File: src/rtl/bch_pkg.sv
// Shared BCH definitions: encoder state enum, ceil_div helper and
// GF(2^13) generator polynomials built from the field at elaboration time.
package bch_pkg;

    typedef enum logic [1:0] {
        ST_IDLE   = 2'd0,
        ST_DATA   = 2'd1,
        ST_PARITY = 2'd2
    } bch_enc_state_t;

    function automatic int unsigned ceil_div(input int unsigned a, input int unsigned b);
        return (a + b - 1) / b;
    endfunction

    // GF(2^13) with primitive polynomial x^13 + x^4 + x^3 + x + 1
    localparam logic [12:0] GF13_POLY_LOW = 13'h001B;
    localparam int unsigned GF13_ORDER    = 8191;
    localparam int unsigned BCH_M13_MAX_R = 104;

    function automatic logic [12:0] gf13_mul(input logic [12:0] a, input logic [12:0] b);
        logic [12:0] acc;
        logic [12:0] x;
        acc = '0;
        x   = a;
        for (int i = 0; i < 13; i++) begin
            if (b[i]) acc = acc ^ x;
            x = x[12] ? ((x << 1) ^ GF13_POLY_LOW) : (x << 1);
        end
        return acc;
    endfunction

    function automatic logic [12:0] gf13_pow(input logic [12:0] a, input logic [12:0] e);
        logic [12:0] res;
        logic [12:0] base;
        res  = 13'd1;
        base = a;
        for (int i = 0; i < 13; i++) begin
            if (e[i]) res = gf13_mul(res, base);
            base = gf13_mul(base, base);
        end
        return res;
    endfunction

    // g(x) = product of (x + a^(i*2^k)) over odd i < 2t; valid for t <= 8.
    // Coefficients are GF(2^13) elements held 13 bits apart; the finished
    // product lies in GF(2), so bit 0 of each coefficient is the g(x) bit.
    function automatic logic [BCH_M13_MAX_R:0] bch_m13_gen(input int unsigned t);
        logic [(BCH_M13_MAX_R+1)*13-1:0] c;
        logic [BCH_M13_MAX_R:0]          g;
        logic [12:0]                     root;
        int unsigned                     e;
        c       = '0;
        c[12:0] = 13'd1;
        for (int unsigned i = 1; i < 2 * t; i = i + 2) begin
            e = i;
            for (int k = 0; k < 13; k++) begin
                root = gf13_pow(13'd2, 13'(e));
                for (int j = BCH_M13_MAX_R; j >= 1; j--) begin
                    c[j*13 +: 13] = c[(j-1)*13 +: 13] ^ gf13_mul(root, c[j*13 +: 13]);
                end
                c[12:0] = gf13_mul(root, c[12:0]);
                e = (e * 2) % GF13_ORDER;
            end
        end
        for (int j = 0; j <= BCH_M13_MAX_R; j++) begin
            g[j] = c[j*13];
        end
        return g;
    endfunction

    localparam logic [13:0]            BCH_G_M13_T1 = 14'h201B;
    localparam logic [BCH_M13_MAX_R:0] BCH_G_M13_T8 = bch_m13_gen(8);

endpackage

File: src/rtl/bch_encoder_pn_if.sv
// Streaming port bundle of the BCH encoder.
//   abort              : synchronous frame drop
//   in_valid/in_ready  : message word handshake, in_data bit 0 earliest
//   out_valid/out_ready: codeword word handshake, out_data bit 0 earliest
//   out_sof/out_last   : first codeword word / final parity word
// master = frame source + sink side, slave = encoder side.
interface bch_encoder_pn_if #(
    parameter int unsigned P = 8
);
    logic         abort;
    logic         in_valid;
    logic         in_ready;
    logic [P-1:0] in_data;
    logic         out_valid;
    logic         out_ready;
    logic [P-1:0] out_data;
    logic         out_sof;
    logic         out_last;

    modport master (
        output abort, in_valid, in_data, out_ready,
        input  in_ready, out_valid, out_data, out_sof, out_last
    );

    modport slave (
        input  abort, in_valid, in_data, out_ready,
        output in_ready, out_valid, out_data, out_sof, out_last
    );
endinterface

File: src/rtl/bch_par_lfsr.sv
// P-bit-per-cycle BCH remainder update: P serial LFSR steps folded into one
// combinational stage. in_data bit 0 is consumed first.
//   in_data : message word
//   r       : current remainder
//   r_next  : remainder after absorbing in_data
module bch_par_lfsr #(
    parameter int unsigned P        = 8,
    parameter int unsigned R        = 104,
    parameter logic [R:0]  GEN_POLY = {1'b1, {(R-1){1'b0}}, 1'b1}
) (
    input  logic [P-1:0] in_data,
    input  logic [R-1:0] r,
    output logic [R-1:0] r_next
);
    logic fb;

    always_comb begin
        r_next = r;
        fb     = 1'b0;
        for (int unsigned i = 0; i < P; i++) begin
            fb     = in_data[i] ^ r_next[R-1];
            r_next = (r_next << 1) ^ ({R{fb}} & GEN_POLY[R-1:0]);
        end
    end
endmodule

File: src/rtl/bch_encoder_pn.sv
// Streaming systematic BCH encoder: echoes K/P message words, then appends
// the R-bit remainder as ceil(R/P) parity words. One output register with
// valid/ready backpressure; abort drops the frame in progress.
//   clk, reset : clock, asynchronous active-high reset
//   bus        : slave side of bch_encoder_pn_if (handshakes, abort, sof/last)
module bch_encoder_pn
    import bch_pkg::*;
#(
    parameter int unsigned P        = 8,
    parameter int unsigned K        = 4096,
    parameter int unsigned R        = 104,
    parameter logic [R:0]  GEN_POLY = BCH_G_M13_T8
) (
    input  logic            clk,
    input  logic            reset,
    bch_encoder_pn_if.slave bus
);
    localparam int unsigned NDB   = K / P;
    localparam int unsigned NPB   = ceil_div(R, P);
    localparam int unsigned LASTW = R - (NPB - 1) * P;
    localparam int unsigned BW    = $clog2(NDB + NPB);

    if (P < 1) begin : g_bad_p
        $error("bch_encoder_pn: P must be >= 1");
    end
    if (K % P != 0) begin : g_bad_k
        $error("bch_encoder_pn: K must be a multiple of P");
    end
    if (GEN_POLY[R] != 1'b1 || GEN_POLY[0] != 1'b1) begin : g_bad_poly
        $error("bch_encoder_pn: GEN_POLY bits R and 0 must be set");
    end

    bch_enc_state_t state_q, state_n;
    logic [BW-1:0]  beat_q, beat_n;
    logic [R-1:0]   r_q, r_n, r_upd;
    logic [R-1:0]   ps_q, ps_n;
    logic [P-1:0]   out_data_q, out_data_n;
    logic           out_valid_q, out_valid_n;
    logic           out_sof_q, out_sof_n;
    logic           out_last_q, out_last_n;
    logic [P-1:0]   par_word;
    logic           out_free, in_ready_c, in_fire, data_last, par_last;

    bch_par_lfsr #(
        .P        (P),
        .R        (R),
        .GEN_POLY (GEN_POLY)
    ) u_lfsr (
        .in_data (bus.in_data),
        .r       (r_q),
        .r_next  (r_upd)
    );

    // Next parity word: MSB of ps goes out first; the tail of the last word is zero
    always_comb begin
        par_word = '0;
        for (int unsigned i = 0; i < P; i++) begin
            if (i < R && (!par_last || i < LASTW)) begin
                par_word[i] = ps_q[R-1-i];
            end
        end
    end

    // Next-state and output-register logic
    always_comb begin
        state_n     = state_q;
        beat_n      = beat_q;
        r_n         = r_q;
        ps_n        = ps_q;
        out_data_n  = out_data_q;
        out_valid_n = out_valid_q;
        out_sof_n   = out_sof_q;
        out_last_n  = out_last_q;

        out_free   = !out_valid_q || bus.out_ready;
        in_ready_c = (state_q != ST_PARITY) && out_free && !reset;
        in_fire    = in_ready_c && bus.in_valid;
        data_last  = (beat_q == BW'(NDB - 1));
        par_last   = (beat_q == BW'(NDB + NPB - 1));

        if (bus.abort) begin
            state_n     = ST_IDLE;
            beat_n      = '0;
            r_n         = '0;
            ps_n        = '0;
            out_data_n  = '0;
            out_valid_n = 1'b0;
            out_sof_n   = 1'b0;
            out_last_n  = 1'b0;
        end else begin
            case (state_q)
                ST_IDLE, ST_DATA: begin
                    if (in_fire) begin
                        out_data_n  = bus.in_data;
                        out_valid_n = 1'b1;
                        out_sof_n   = (state_q == ST_IDLE);
                        out_last_n  = 1'b0;
                        if (data_last) begin
                            // Remainder is complete: hand it to ps, r is clean for the next frame
                            state_n = ST_PARITY;
                            ps_n    = r_upd;
                            r_n     = '0;
                            beat_n  = BW'(NDB);
                        end else begin
                            state_n = ST_DATA;
                            r_n     = r_upd;
                            beat_n  = beat_q + 1'b1;
                        end
                    end else if (bus.out_ready) begin
                        out_valid_n = 1'b0;
                        out_sof_n   = 1'b0;
                        out_last_n  = 1'b0;
                    end
                end
                ST_PARITY: begin
                    // out_valid is always set here; each sink accept advances one word
                    if (bus.out_ready) begin
                        if (out_last_q) begin
                            state_n     = ST_IDLE;
                            beat_n      = '0;
                            out_valid_n = 1'b0;
                            out_sof_n   = 1'b0;
                            out_last_n  = 1'b0;
                        end else begin
                            out_data_n = par_word;
                            out_sof_n  = 1'b0;
                            out_last_n = par_last;
                            ps_n       = ps_q << P;
                            if (!par_last) beat_n = beat_q + 1'b1;
                        end
                    end
                end
                default: state_n = ST_IDLE;
            endcase
        end
    end

    // State and output registers
    always_ff @(posedge clk or posedge reset) begin
        if (reset) begin
            state_q     <= ST_IDLE;
            beat_q      <= '0;
            r_q         <= '0;
            ps_q        <= '0;
            out_data_q  <= '0;
            out_valid_q <= 1'b0;
            out_sof_q   <= 1'b0;
            out_last_q  <= 1'b0;
        end else begin
            state_q     <= state_n;
            beat_q      <= beat_n;
            r_q         <= r_n;
            ps_q        <= ps_n;
            out_data_q  <= out_data_n;
            out_valid_q <= out_valid_n;
            out_sof_q   <= out_sof_n;
            out_last_q  <= out_last_n;
        end
    end

    assign bus.in_ready  = in_ready_c;
    assign bus.out_valid = out_valid_q;
    assign bus.out_data  = out_data_q;
    assign bus.out_sof   = out_sof_q;
    assign bus.out_last  = out_last_q;
endmodule

File: src/flat_wrapper.sv
// flat-port wrapper written by rule: the top's interface ports become plain ports
module bch_encoder_pn_flat import bch_pkg::*;
#(
    parameter int unsigned P        = 8,
    parameter int unsigned K        = 4096,
    parameter int unsigned R        = 104,
    parameter logic [R:0]  GEN_POLY = BCH_G_M13_T8
)
  (clk, reset, bus_abort, bus_in_valid, bus_in_data, bus_out_ready, bus_in_ready, bus_out_valid, bus_out_data, bus_out_sof, bus_out_last);
  bch_encoder_pn_if #(.P(P)) bus_i ();
  input  logic clk;
  input  logic reset;
  input wire logic [$bits(bus_i.abort)-1:0] bus_abort;
  input wire logic [$bits(bus_i.in_valid)-1:0] bus_in_valid;
  input wire logic [$bits(bus_i.in_data)-1:0] bus_in_data;
  input wire logic [$bits(bus_i.out_ready)-1:0] bus_out_ready;
  output wire logic [$bits(bus_i.in_ready)-1:0] bus_in_ready;
  output wire logic [$bits(bus_i.out_valid)-1:0] bus_out_valid;
  output wire logic [$bits(bus_i.out_data)-1:0] bus_out_data;
  output wire logic [$bits(bus_i.out_sof)-1:0] bus_out_sof;
  output wire logic [$bits(bus_i.out_last)-1:0] bus_out_last;
  assign bus_i.abort = bus_abort;
  assign bus_i.in_valid = bus_in_valid;
  assign bus_i.in_data = bus_in_data;
  assign bus_i.out_ready = bus_out_ready;
  assign bus_in_ready = bus_i.in_ready;
  assign bus_out_valid = bus_i.out_valid;
  assign bus_out_data = bus_i.out_data;
  assign bus_out_sof = bus_i.out_sof;
  assign bus_out_last = bus_i.out_last;
  bch_encoder_pn #(.P(P), .K(K), .R(R), .GEN_POLY(GEN_POLY)) u_core (.clk(clk), .reset(reset), .bus(bus_i));
endmodule
File: config.mk
export PLATFORM = sky130hd
export DESIGN_NAME = bch_encoder_pn_flat
export DESIGN_NICKNAME = d
export VERILOG_FILES = /design/src/rtl/bch_pkg.sv /design/src/rtl/bch_encoder_pn_if.sv /design/src/rtl/bch_par_lfsr.sv /design/src/rtl/bch_encoder_pn.sv /design/src/flat_wrapper.sv
export SDC_FILE = /design/constraint.sdc
export NUM_CORES = 1
export LEC_CHECK = 0
export BUFFER_PORTS_ARGS = -buffer_cell sky130_fd_sc_hd__buf_2
export CAP_MARGIN = 20
export CORE_MARGIN = 2
export CORE_UTILIZATION = 57
export CTS_CLUSTER_DIAMETER = 30
export DETAILED_ROUTE_END_ITERATION = 8
export GPL_ROUTABILITY_DRIVEN = 1
export PLACE_DENSITY = 0.76
export SETUP_SLACK_MARGIN = 0.5
export SLEW_MARGIN = 20
export SYNTH_ARGS = -nofsm -noshare
export SYNTH_HDL_FRONTEND = slang
export SYNTH_SLANG_ARGS = --single-unit
File: constraint.sdc
create_clock -name clk -period 6.2 [get_ports clk]
set_input_delay 0.31 -clock clk [delete_from_list [all_inputs] [get_ports clk]]
set_output_delay 0.31 -clock clk [all_outputs]
set_load 0.05 [all_outputs]
==> qor.csv <==
stage,metric,value,unit
synth,synth.area.mux_share,4.29,%
sta,period_share,55.0,%
setup_path,crit_type,register to register,
synth,ys_seq_area_share,48.6,%
synth,synthesis.nets,1143,
finish,final_net_count,1164,
synth,yosysWarnings,0,
job,maxCapViolCount,0,
global_route,first_global_vias,9054,
setup_path,crit_buf_inv,0,
global_route,grt_use_total,29.6,%
global_route,grt_pass1_wl,50.7,mm
clocking,postCtsSetupBuffers,0,
sta,fin_setup_tns,0,ns
outcome,status,"complete, no violations",
pwr,p_leak,0.00673,µW
setup_path,cp-end-kind,register,
synth,synth-edff-count,0,
pwr,clkPwrFrac,26.6,%
synth,synthesis.area,11900,µm²
sta,skew,0.0216,ns
clocking,ctsHoldBuffers,0,
synth,synth_xor_area_share,19.3,%
global_route,overflow,0,
routing,wirelength,31.5,mm
pwr,p_switching,4190,µW
floorplan,start_util,58.5,%
clocking,cts-root-buf,clkbuf_16,
placement,place_area,12300,µm²
floorplan,row_count,52,
finish,fin_util,69.6,%
routing,post_drt_wl_per_cell,21.6,µm
placement,hpwl,18.0,mm
placement,dp.cells,1364,
pwr,vdd_drop_max,0.000380,V
setup_path,max_stage_delay,0.79,ns
setup_path,cp_top_family,XOR/XNOR gates,
global_route,antenna_found_initial,0,
clocking,h-tree-depth,2,
clocking,cts_resized,0,
placement,gp_congestion,0.836,
setup_path,startpoint_type,register,
clocking,clock_sinks,231,
pwr,p_int,6390,µW
synth,ys.flop_type,dfrtp_1,
clocking,insertion_delay,0.54,ns
sta,tightest_slew,1.06,ns
synth,syn-instance-count,1128,
routing,drt_iter0_markers,846,
pwr,p_sw_share,39.6,%
synth,synth_top_family_by_area,XOR/XNOR gates,
routing,drt.antenna.violating_nets,0,
finish,drive_above_1_share,13.7,%
pwr,p_comb_share,51.1,%
floorplan,io_pins,25,
pwr,pwr-share-seq,22.2,%
synth,synth_compound_gate_area_share,15.6,%
floorplan,fp.dieArea,22100,µm²
synth,ys_types,52,
clocking,clockBufferDepth,3,
routing,post-route-drc-count,0,
synth,synth-simple-area-share,9.04,%
synth,synth_fa_ha_area_share,0.210,%
sta,setup_viol,0,
floorplan,die_w,149,µm
setup_path,ff2ff_path_depth,6,
synth,syn_area_per_cell,10.6,µm²
routing,viasPerCell,6.07,
clocking,cts_tree,done,
sta,hold_violations,0,
synth,synthArstFlopShare,100,%
setup_path,cp_num_cells,6,
synth,ys_seq_elements,231,
clocking,cts_buffers,50,
sta,fin_crit,3.41,ns
min_path,holdPathStages,3,
min_path,hold_path.class,input pin to register,
routing,first_pass_iters,5,
setup_path,slowest_stage,xnor3_1,
routing,via_count,8848,
sta,max_freq,0.293,GHz
setup_path,crit_chain,xor2_4 > xnor3_1 > xnor2_4 > xnor3_1 > o21ai_1 > a22o_1,
sta,rsz0062_at_grt,false,
floorplan,die_h,149,µm
clocking,clk_pin_slew,0.05,ns
finish,area_growth,19.0,%
setup_path,cp.arrival,3.88,ns
sta,max_slew_margin,29.5,%
finish,final_area,14200,µm²
setup_path,worstPathMaxFanout,11,
sta,timing.hold.ws,0.173,ns
pwr,power.density,747,nW/µm²
placement,port_buffers,24,
floorplan,core_area,20400,µm²
finish,fin_cells,1458,
setup_path,crit_top_cell,xnor3_1,
global_route,grt_max_degree,190,
sta,drv_slew,0,
setup_path,cp.required,6.67,ns
-- layout make-up --
class	count	area [µm²]
Clock inverter	30	434
Multi-Input combinational cell	811	5850
Sequential cell	231	5780
Tap cell	270	338
Antenna cell	1	2.50
Clock buffer	60	1380
Inverter	7	30.0
Timing Repair Buffer	48	348
Fill cell	1432	6200
-- routing by layer --
layer	routed length, µm	global-route usage (%)	part of all wire, %	vias up
li1	-	-	-	3946
met1	13300	40.9	42	4445
met2	14600	45.6	46	374
met3	2400	6.56	7.6	83
met4	1200	12.3	3.8	0
met5	0	0	0	-
-- cell usage after synthesis, types with 2 or more instances --
cell        n  area share (%)
xnor2_1   121             8.9
o31ai_1    23             1.5
buf_2       6            0.25
dfrtp_1   231              49
nor4b_1     2            0.15
a221o_1     2            0.17
nor3_1      3            0.13
a211oi_1    7            0.44
xnor3_1    28             5.3
nor2_1     58             1.8
ha_1        2            0.21
nor2b_1     2            0.11
o21ai_1    10            0.42
xnor2_2     3            0.41
nand2b_1    4            0.21
xor3_1      3            0.60
xor2_1     29             2.1
inv_1       7            0.22
buf_1      12            0.38
a32oi_1     2            0.15
o21ai_0   143             6.0
a22o_1     56             4.1
nand2_1   169             5.3
clkbuf_1   58             1.8
a21oi_1    48             2.0
xnor2_4     4            0.92
mux2i_1    51             4.3
nand4_1     2            0.11
and4_1      3            0.22
a22oi_1     4            0.25
and3_1      4            0.21
xor2_4      4            0.92
nand3_1     8            0.34
-- worst reg2reg max path, delay by kind of cell, from the launching register on --
kind,cells,cell delay (ns)
DFF,1,0.47
AOI/OAI and AO/OA,2,0.25
xor gates and xnor gates,4,2.62
-- final timing paths --
| kind | from | end | slack, ns |
|---|---|---|---|
| setup / recovery | u_core.r_q[101] | u_core.ps_q[49] | 2.79 |
| hold / removal | bus_in_data[0] | u_core.bus.out_data[0] | 0.17 |
| setup reg to reg | u_core.r_q[101] | u_core.ps_q[49] | 2.79 |
| hold reg to reg | u_core.bus.out_data[4] | u_core.bus.out_data[4] | 0.46 |
| max in group asynchronous | reset | u_core.ps_q[89] | 4.61 |
| min in group asynchronous | reset | u_core.ps_q[93] | 0.28 |
-- layout by cell type, fill, tap and decap left out, drive strengths merged, types with 3 or more instances in the layout --
master,netlist,layout
nor2,58,58
nand2b,4,4
inv,7,7
clkinvlp,0,8
xor3,3,3
clkinv,0,13
a21oi,48,48
buf,21,47
and4,3,3
bufinv,0,9
dfrtp,231,231
a22oi,4,4
nand3,8,8
clkbuf,58,60
nor3,3,3
o31ai,23,23
xnor2,128,128
a22o,56,56
a211oi,7,7
xnor3,28,28
mux2i,51,51
o21ai,153,153
xor2,34,34
nand2,169,169
and3,4,4
-- power by group through the flow --
stage | sequential (µW) | clock (µW) | combinational [µW]
2_1_floorplan | 2280 | 0 | 4200
3_3_place_gp | 2330 | 0 | 5150
3_5_place_dp | 2350 | 0 | 5250
4_1_cts | 2340 | 2830 | 5370
5_1_grt | 2400 | 2920 | 5890
6_report | 2350 | 2820 | 5410
-- cells by family after synthesis --
| kind of cell | after synthesis |
|---|---|
| compound gates | 303 |
| xor+xnor | 193 |
| fa+ha+maj | 2 |
| buf+inv | 86 |
| flops | 231 |
| mux | 51 |
| simple gates | 262 |
-- flip-flops by register name (all words and copies together), names as in the netlist --
| name | count |
|---|---|
| u_core.beat_q | 10 |
| u_core.r_q | 104 |
| u_core.state_q | 2 |
| u_core.bus.out_valid | 1 |
| u_core.bus.out_last | 1 |
| u_core.bus.out_sof | 1 |
| u_core.bus.out_data | 8 |
| u_core.ps_q | 104 |
-- metrics by stage --
step,setup WS [ns],total power [µW]
3_3_place_gp,2.87,7490
4_1_cts,2.81,10500
3_5_place_dp,2.82,7610
6_report,2.79,10600
2_1_floorplan,0.637,6490
5_1_grt,2.67,11200
No activity file was read; power rests on OpenSTA's default activity.
